$ cat config.mk
export PLATFORM = sky130hd
export DESIGN_NAME = aes_stream_loader_512
export DESIGN_NICKNAME = d
export VERILOG_FILES = /design/src/rtl/aes_loader_pkg.sv /design/src/rtl/aes_word_bank.sv /design/src/rtl/aes_stream_loader_512.sv
export SDC_FILE = /design/constraint.sdc
export NUM_CORES = 2
export LEC_CHECK = 0
export CAP_MARGIN = 5
export CORE_AREA = 2 2 413 415
export CTS_BUF_LIST = sky130_fd_sc_hd__clkbuf_2
export CTS_CLUSTER_SIZE = 14
export DETAILED_ROUTE_END_ITERATION = 10
export DIE_AREA = 0 0 415 417
export SYNTH_ARGS = -nofsm -noshare
export SYNTH_HDL_FRONTEND = slang
export SYNTH_SLANG_ARGS = --single-unit
$ cat constraint.sdc
create_clock -name clk -period 5 [get_ports clk]
set_input_delay 1 -clock clk [delete_from_list [all_inputs] [get_ports clk]]
set_output_delay 1 -clock clk [all_outputs]
set_load 0.005 [all_outputs]
$ cat src/rtl/aes_loader_pkg.sv
// Shared types and sizes for the 512-bit AES stream loader.
// Optional build macro used by the loader: AES_LOADER_BYTESWAP_EN.
package aes_loader_pkg;

    localparam int unsigned WORD_W        = 32;
    localparam int unsigned WORDS_PER_BLK = 16;
    localparam int unsigned BLK_W         = 512;
    localparam int unsigned PTR_W         = 5;

    typedef enum logic [1:0] {
        FILL,
        SETTLE,
        PRESENT
    } loader_state_t;

    function automatic logic [WORD_W-1:0] byte_swap32(input logic [WORD_W-1:0] w);
        return {w[7:0], w[15:8], w[23:16], w[31:24]};
    endfunction

endpackage

$ cat src/rtl/aes_word_bank.sv
// 16x32 register bank with its own write pointer and full flag; word k fills bits [32k +: 32].
// RestartOnFull makes a write into a full bank start a new load at word 0.
module aes_word_bank
    import aes_loader_pkg::*;
#(
    parameter bit RestartOnFull = 1'b0
) (
    input  logic              clk_i,
    input  logic              rst_i,
    input  logic              clear_ptr_i,
    input  logic              we_i,
    input  logic [WORD_W-1:0] wdata_i,
    output logic [0:BLK_W-1]  data_o,
    output logic              full_o
);

    logic [0:BLK_W-1] data_q, data_d;
    logic [PTR_W-1:0] ptr_q, ptr_d;

    assign full_o = (ptr_q == PTR_W'(WORDS_PER_BLK));
    assign data_o = data_q;

    always_comb begin
        data_d = data_q;
        ptr_d  = ptr_q;
        if (clear_ptr_i) begin
            ptr_d = '0;
        end else if (we_i) begin
            if (full_o && RestartOnFull) begin
                data_d[0 +: WORD_W] = wdata_i;
                ptr_d               = PTR_W'(1);
            end else if (!full_o) begin
                data_d[WORD_W*ptr_q[3:0] +: WORD_W] = wdata_i;
                ptr_d                               = ptr_q + PTR_W'(1);
            end
        end
    end

    always_ff @(posedge clk_i) begin
        if (rst_i) begin
            data_q <= '0;
            ptr_q  <= '0;
        end else begin
            data_q <= data_d;
            ptr_q  <= ptr_d;
        end
    end

endmodule

$ cat src/rtl/aes_stream_loader_512.sv
// Assembles a 512-bit ciphertext block and key from a 32-bit stream, settles, then presents it.
// Define AES_LOADER_BYTESWAP_EN to byte-reverse every accepted word before storage.
module aes_stream_loader_512
    import aes_loader_pkg::*;
#(
    parameter int unsigned SETTLE_CYCLES = 4
) (
    input  logic             clk,
    input  logic             rst,
    input  logic [31:0]      in_data,
    input  logic             in_valid,
    input  logic             in_is_key,
    output logic             in_ready,
    output logic [0:BLK_W-1] enc_data,
    output logic [0:BLK_W-1] cipher_key,
    output logic             key_loaded,
    output logic             blk_valid,
    input  logic             blk_ready
);

    localparam logic [7:0] SettleLoad = 8'((SETTLE_CYCLES == 0) ? 0 : SETTLE_CYCLES - 1);

    loader_state_t     state_q;
    logic [7:0]        cnt_q;
    logic              data_full;
    logic              accept;
    logic              data_we;
    logic              key_we;
    logic              data_clr;
    logic [WORD_W-1:0] word;

`ifdef AES_LOADER_BYTESWAP_EN
    assign word = byte_swap32(in_data);
`else
    assign word = in_data;
`endif

    // Key words are never back-pressured in FILL, so a fresh key can follow a full data bank.
    assign in_ready  = !rst && (state_q == FILL) && (in_is_key || !data_full);
    assign blk_valid = (state_q == PRESENT);
    assign accept    = in_valid && in_ready;
    assign data_we   = accept && !in_is_key;
    assign key_we    = accept && in_is_key;
    assign data_clr  = (state_q == PRESENT) && blk_ready;

    aes_word_bank #(
        .RestartOnFull(1'b0)
    ) u_data_bank (
        .clk_i       (clk),
        .rst_i       (rst),
        .clear_ptr_i (data_clr),
        .we_i        (data_we),
        .wdata_i     (word),
        .data_o      (enc_data),
        .full_o      (data_full)
    );

    aes_word_bank #(
        .RestartOnFull(1'b1)
    ) u_key_bank (
        .clk_i       (clk),
        .rst_i       (rst),
        .clear_ptr_i (1'b0),
        .we_i        (key_we),
        .wdata_i     (word),
        .data_o      (cipher_key),
        .full_o      (key_loaded)
    );

    always_ff @(posedge clk) begin
        if (rst) begin
            state_q <= FILL;
            cnt_q   <= '0;
        end else begin
            case (state_q)
                FILL: begin
                    if (data_full && key_loaded) begin
                        if (SETTLE_CYCLES == 0) begin
                            state_q <= PRESENT;
                        end else begin
                            state_q <= SETTLE;
                            cnt_q   <= SettleLoad;
                        end
                    end
                end
                SETTLE: begin
                    if (cnt_q == 8'd0) begin
                        state_q <= PRESENT;
                    end else begin
                        cnt_q <= cnt_q - 8'd1;
                    end
                end
                PRESENT: begin
                    if (blk_ready) begin
                        state_q <= FILL;
                    end
                end
                default: state_q <= FILL;
            endcase
        end
    end

endmodule

# Yosys cells after proc, flatten, opt, wreduce, memory -nomap -nowiden
# Cells that the tools add are included.
[op_classes]
addsub = 5
n_eq_ne = 8
n_shift = 4
n_mux = 11
n_bitwise = 5
reduce_logical = 20
[ops]
columns = ["op", "count"]
rows = [
  ["variable shift 513 x 34 -> 512 bit, first input constant", 2],
  ["indexed part select 513 x 34 -> 512 bit", 2],
  ["bitwise mux 512 bit", 2],
  ["negator 33 -> 34 bit", 2],
  ["inverter 9 -> 33 bit", 2],
  ["2-to-1 mux 32 bit", 1],
  ["2-to-1 mux 8 bit", 2],
  ["case mux 8 bit (2 select lines)", 1],
  ["adder 5 x 1 -> 5 bit, second input constant", 2],
  ["equality test 5 bit, second input constant", 2],
  ["AND reduction 3 bit", 3],
  ["zero test 8 bit", 1],
  ["subtractor 8 x 1 -> 8 bit, second input constant", 1],
  ["logical AND 1 bit", 7],
  ["2-to-1 mux 2 bit", 3],
  ["case mux 2 bit (3 select lines)", 1],
  ["2-to-1 mux 5 bit", 1],
  ["!= test 2 x 1 -> 1 bit, second input constant", 2],
  ["!= test 2 bit, second input constant", 2],
  ["AND reduction 2 bit", 2],
  ["zero test 1 bit", 3],
  ["inverter 1 bit", 3],
  ["equality test 2 x 1 -> 1 bit, second input constant", 1],
  ["equality test 2 bit, second input constant", 1],
  ["4 further kinds", 4],
]
[word_totals]
reg_bits = 1044
inputBits = 37
out_inout_bits = 1027
elab_cells = 60

# Logic depth before layout (Yosys ltp)
[logic_depth]
depth_word = 7
depth_mapped = 10
ltp_nobuf = 7

# Cells and area by module
# From an unflattened synthesis, not the netlist that was laid out.
[unflattened]
cells_unflattened = 4629
area_unflattened_um2 = 43101.3
[by_module_without_submodules]
columns = ["mod", "instances", "cells_each", "area_each_um2", "seq_area_each_um2"]
rows = [
  ["aes_word_bank at u_key_bank", 1, 2427, 21459.3, 10349.9],
  ["aes_word_bank at u_data_bank", 1, 2140, 21066.5, 10349.9],
  ["aes_stream_loader_512", 1, 62, 575.6, 200.2],
]

# Least setup slack after synthesis
# No wires, ideal clock.
[synth_path]
kind = "input-to-output"
from = "input port rst"
to = "output port in_ready"
arrival_time_ps = 1929
t_required_ps = 4000
path_slack_ps = 2071
stages = 4
path_buffers = 3
cell_sequence = "clkbuf_1 -> clkbuf_1 -> clkbuf_1 -> a2111oi_0"
[synth_between]
elab_chain_len = 3
[synth_rtl]
columns = ["item", "line", "text"]
rows = [
  ["from (decl)", "aes_stream_loader_512.sv:9", "input logic rst,"],
  ["zero test 1 bit", "aes_stream_loader_512.sv:39", "assign in_ready = !rst && (state_q == FILL) && (in_is_key || !data_full);"],
  ["logical AND 1 bit (2 in series)", "aes_stream_loader_512.sv:39", ""],
  ["to (decl)", "aes_stream_loader_512.sv:13", "output logic in_ready,"],
]
# Every way passes these cells.

# Final worst setup path
[layout_path]
from = "register u_data_bank.ptr_q[1]"
to = "output port in_ready"
[layout_between]
elab_chain_len = 4
[layout_rtl]
columns = ["item", "line", "text"]
rows = [
  ["from (decl)", "aes_word_bank.sv:18", "logic [PTR_W-1:0] ptr_q, ptr_d;"],
  ["from (signal assigned)", "aes_word_bank.sv:45", "ptr_q <= ptr_d;"],
  ["equality test 5 bit", "aes_word_bank.sv:20", "assign full_o = (ptr_q == PTR_W'(WORDS_PER_BLK));"],
  ["zero test 1 bit", "n/a", ""],
  ["logical OR 1 bit", "aes_stream_loader_512.sv:39", ""],
  ["logical AND 1 bit", "aes_stream_loader_512.sv:39", ""],
]
# Every way passes these cells.

==> results.sh <==
export IMPL_area_delta_synth_final_pct=38.54
export IMPL_report_final_hold_viol_count=0
export IMPL_cellPowerDensity_nw_per_um2=282.6
export IMPL_crit_fanout=7
export IMPL_layout_drive_gt1_share_pct=11.36
export IMPL_cts_sinks=1044
export IMPL_syn_area_um2=39660
export IMPL_antenna_found_initial=20
export IMPL_drc=0
export IMPL_reg2reg_to="u_data_bank.data_o[44]"
export IMPL_setup_violations=0
export IMPL_clk_latency_ns=1.80
export IMPL_critPathSlowestCell="dfxtp_2"
export IMPL_fmax_mhz=219.0
export IMPL_grt_max_degree=212
export IMPL_synth_edf_count=0
export IMPL_preCtsSetupSlack_ns=1.064
export IMPL_setup_slack_ns=0.4336
export IMPL_ys_warn_count=0
export IMPL_wl_mm=204.3
export IMPL_arrival_ns=3.57
export IMPL_ys_seq_elements=1044
export IMPL_place_hpwl_mm=135.2
export IMPL_cts_tree="done"
export IMPL_hold_ws_ns=0.3279
export IMPL_period_needed_ns=4.566
export IMPL_crit_path_end_kind="output pin"
export IMPL_synth_cell_type_count=53
export IMPL_drv_cap=0
export IMPL_worst_path_buf_inv=2
export IMPL_drt_pass1_iterations=6
export IMPL_core_um2=168500
export IMPL_r2r_slack_ns=1.85
export IMPL_rows=151
export IMPL_finalNetCount=6071
export IMPL_die_x_um=415
export IMPL_cpPeakStageDelay_ns=0.44
export IMPL_start_util_pct=23.53
export IMPL_min_delay_start="rst"
export IMPL_htreeDepth=5
export IMPL_post_route_period_util_pct=91.33
export IMPL_path_class="register to output pin"
export IMPL_min_to="u_key_bank.data_o[161]"
export IMPL_worstReg2RegStart="u_data_bank.ptr_q[0]"
export IMPL_crit_required_ns=4.00
export IMPL_max_slew_worst_pin_slew_ns=1.283
export IMPL_syn_instance_count=4958
export IMPL_grtUsageTotal_pct=22.39
export IMPL_cts_root_buf="clkbuf_2"
export IMPL_cp_start_kind="register"
export IMPL_avgSynthCellArea_um2=8.000
export IMPL_ant_nets=0
export IMPL_vias_per_cell=4.790
export IMPL_grt_pass1_wl_mm=280.7
export IMPL_vias=40500
export IMPL_hp_class="input port to register"
export IMPL_ir_worst_vdd_uv=218.1
export IMPL_synth_seq_area_share_pct=52.70
export IMPL_cp_cell_sequence="inv_1, ha_1, and4bb_2, a2111oi_0, buf_2"
export IMPL_drtIter0Drc=3811
export IMPL_io_pins=1064
export IMPL_port_buffers=1063
export IMPL_setup_tns_ns=0
export IMPL_slew_violations=0
export IMPL_cp_top_family="flip-flops"
export IMPL_place_area_um2=51940
export IMPL_grt_overflow=0
export IMPL_skew_ns=0.1538
export IMPL_cts_clk_slew_worst_paths_ns=0.10
export IMPL_num_fill_cells=17930
export IMPL_hold_depth=4
export IMPL_status="finished clean"
export IMPL_p_leak_nw=18.00
export IMPL_synth_ff_type="dfxtp_1"
export IMPL_final_area_um2=54950
export IMPL_dieHeight_um=417
export IMPL_slew_headroom_pct=14.46
export IMPL_power_w=0.01553
export IMPL_async_reset_ff_share_pct=0
export IMPL_ff2ff_path_depth=7
export IMPL_synth_fp_nets=5009
export IMPL_cts_buffer_depth=4
export IMPL_first_global_vias=38500
export IMPL_cts_buffers=310
export IMPL_fp_dieArea_um2=173100
export IMPL_routedWlPerCell_um=24.16
export IMPL_globalplace_congestion=0.8689
[synth_stat cells (all sizes together) (20+ instances only)]
library cell  count  area, µm²
a21oi           748       3856
and2             28      175.2
buf             100      570.5
clkbuf          350       1314
dfxtp          1044      20900
mux2i            91      910.9
nand2          1422       5413
nand2b          105      656.9
nand3           238       1191
nand3b          194       1456
nand4            20      131.4
nor2            304       1149
o21ai           195      975.9
[cell usage in the layout (no fill, tap or decap), types with 4 or more instances in the layout]
cell	n
a21oi_1	718
dfxtp_1	1040
nor2b_1	11
and4_1	9
a21oi_2	30
nor2_1	298
nand3b_1	194
and4_2	5
nor3_4	4
and2_1	28
o21ai_0	125
buf_2	34
clkbuf_2	456
nor3_2	5
nand2_1	1391
nand2b_1	103
o21ai_1	70
inv_1	10
buf_12	6
or3_1	7
nand4_1	19
clkdlybuf4s50_1	1027
diode_2	17
xnor2_1	5
clkinv_2	6
buf_4	91
nor2_2	5
and3_1	4
nand2_2	30
dlygate4sd3_1	40
mux2i_1	91
clkinv_1	45
nand3_1	238
dfxtp_2	4
ha_1	13
[logic make-up (layout without fill, tap and decap cells)]
logic type	Yosys count	in the layout	synth area share, %
adder cells (fa/ha/maj)	14	14	0.4417
other	0	17	0
flip-flops	1044	1044	52.70
AO/OA/AOI/OAI	961	961	12.55
multiplexers	91	91	2.297
buffers and inverters	461	1724	4.855
XOR/XNOR	6	6	0.1325
AND/OR/NAND/NOR	2381	2381	27.03
[cell type report]
| class | count | area (µm²) | area share (%) |
|---|---|---|---|
| clock inverter | 57 | 282.8 | 0.5146 |
| sequential | 1044 | 20910 | 38.05 |
| clock buffer | 456 | 2282 | 4.153 |
| antenna | 17 | 42.54 | 0.07742 |
| multi-input combinational | 3453 | 16940 | 30.82 |
| timing repair buffer | 1200 | 11680 | 21.26 |
| tap | 2218 | 2775 | 5.051 |
| inverter | 11 | 42.54 | 0.07742 |
[how the worst max path moves through the flow]
| stage | slack, ns | startpoint | endpoint | cells past startpoint |
|---|---|---|---|---|
| 4_1_cts | 0.05 | u_data_bank.ptr_q[1] | in_ready | 5 |
| 3_5_place_dp | 1.06 | in_valid | u_key_bank.data_o[36] | 5 |
| 5_1_grt | -0.07 | u_data_bank.ptr_q[1] | in_ready | 5 |
| 3_3_place_gp | 1.15 | in_valid | u_key_bank.data_o[49] | 5 |
| 6_report | 0.43 | u_data_bank.ptr_q[1] | in_ready | 5 |
| 2_1_floorplan | 2.07 | rst | in_ready | 4 |
[metrics by stage]
stage | std cells | util, %
floorplan | 4958 | -
global placement | 7886 | 30.82
detailed placement | 7886 | 30.82
CTS | 8439 | 32.58
global route | 8446 | 32.59
finish | 8456 | 32.60
[sequential cells by signal, indices dropped and copies added, names as in the netlist]
register,count
u_data_bank.data_o,512
u_key_bank.data_o,512
cnt_q,8
u_data_bank.ptr_q,5
u_key_bank.ptr_q,5
state_q,2
[report_power, final]
part           switching, W  internal, W  total (W)
Clock               0.00387      0.00250    0.00637
Sequential        0.0000128      0.00833    0.00834
Combinational      0.000633     0.000180   0.000814
Total               0.00452       0.0110     0.0155
[tightest hold or removal path, stage by stage]
cell           delay, ns
dlygate4sd3_1       0.57
buf_8               0.22
nand3b_1            0.20
o21ai_0             0.07
[routing by layer]
layer	vias up	wire length (µm)	track usage, %
met3	491	17440	6.607
li1	18620	-	-
met2	2035	98340	37.46
met5	-	23	0
met1	19350	77420	25.43
met4	4	11060	12.66
[timing repair]
| item | in CTS | in global routing |
|---|---|---|
| gates resized for setup | 13 | 0 |
| setup buffers | 0 | 0 |
| hold buffers | 40 | 0 |
| hold endpoints to repair | 811 | 0 |
| endpoints found under the setup margin | 2 | 0 |
(Power assumes the default switching activity.)
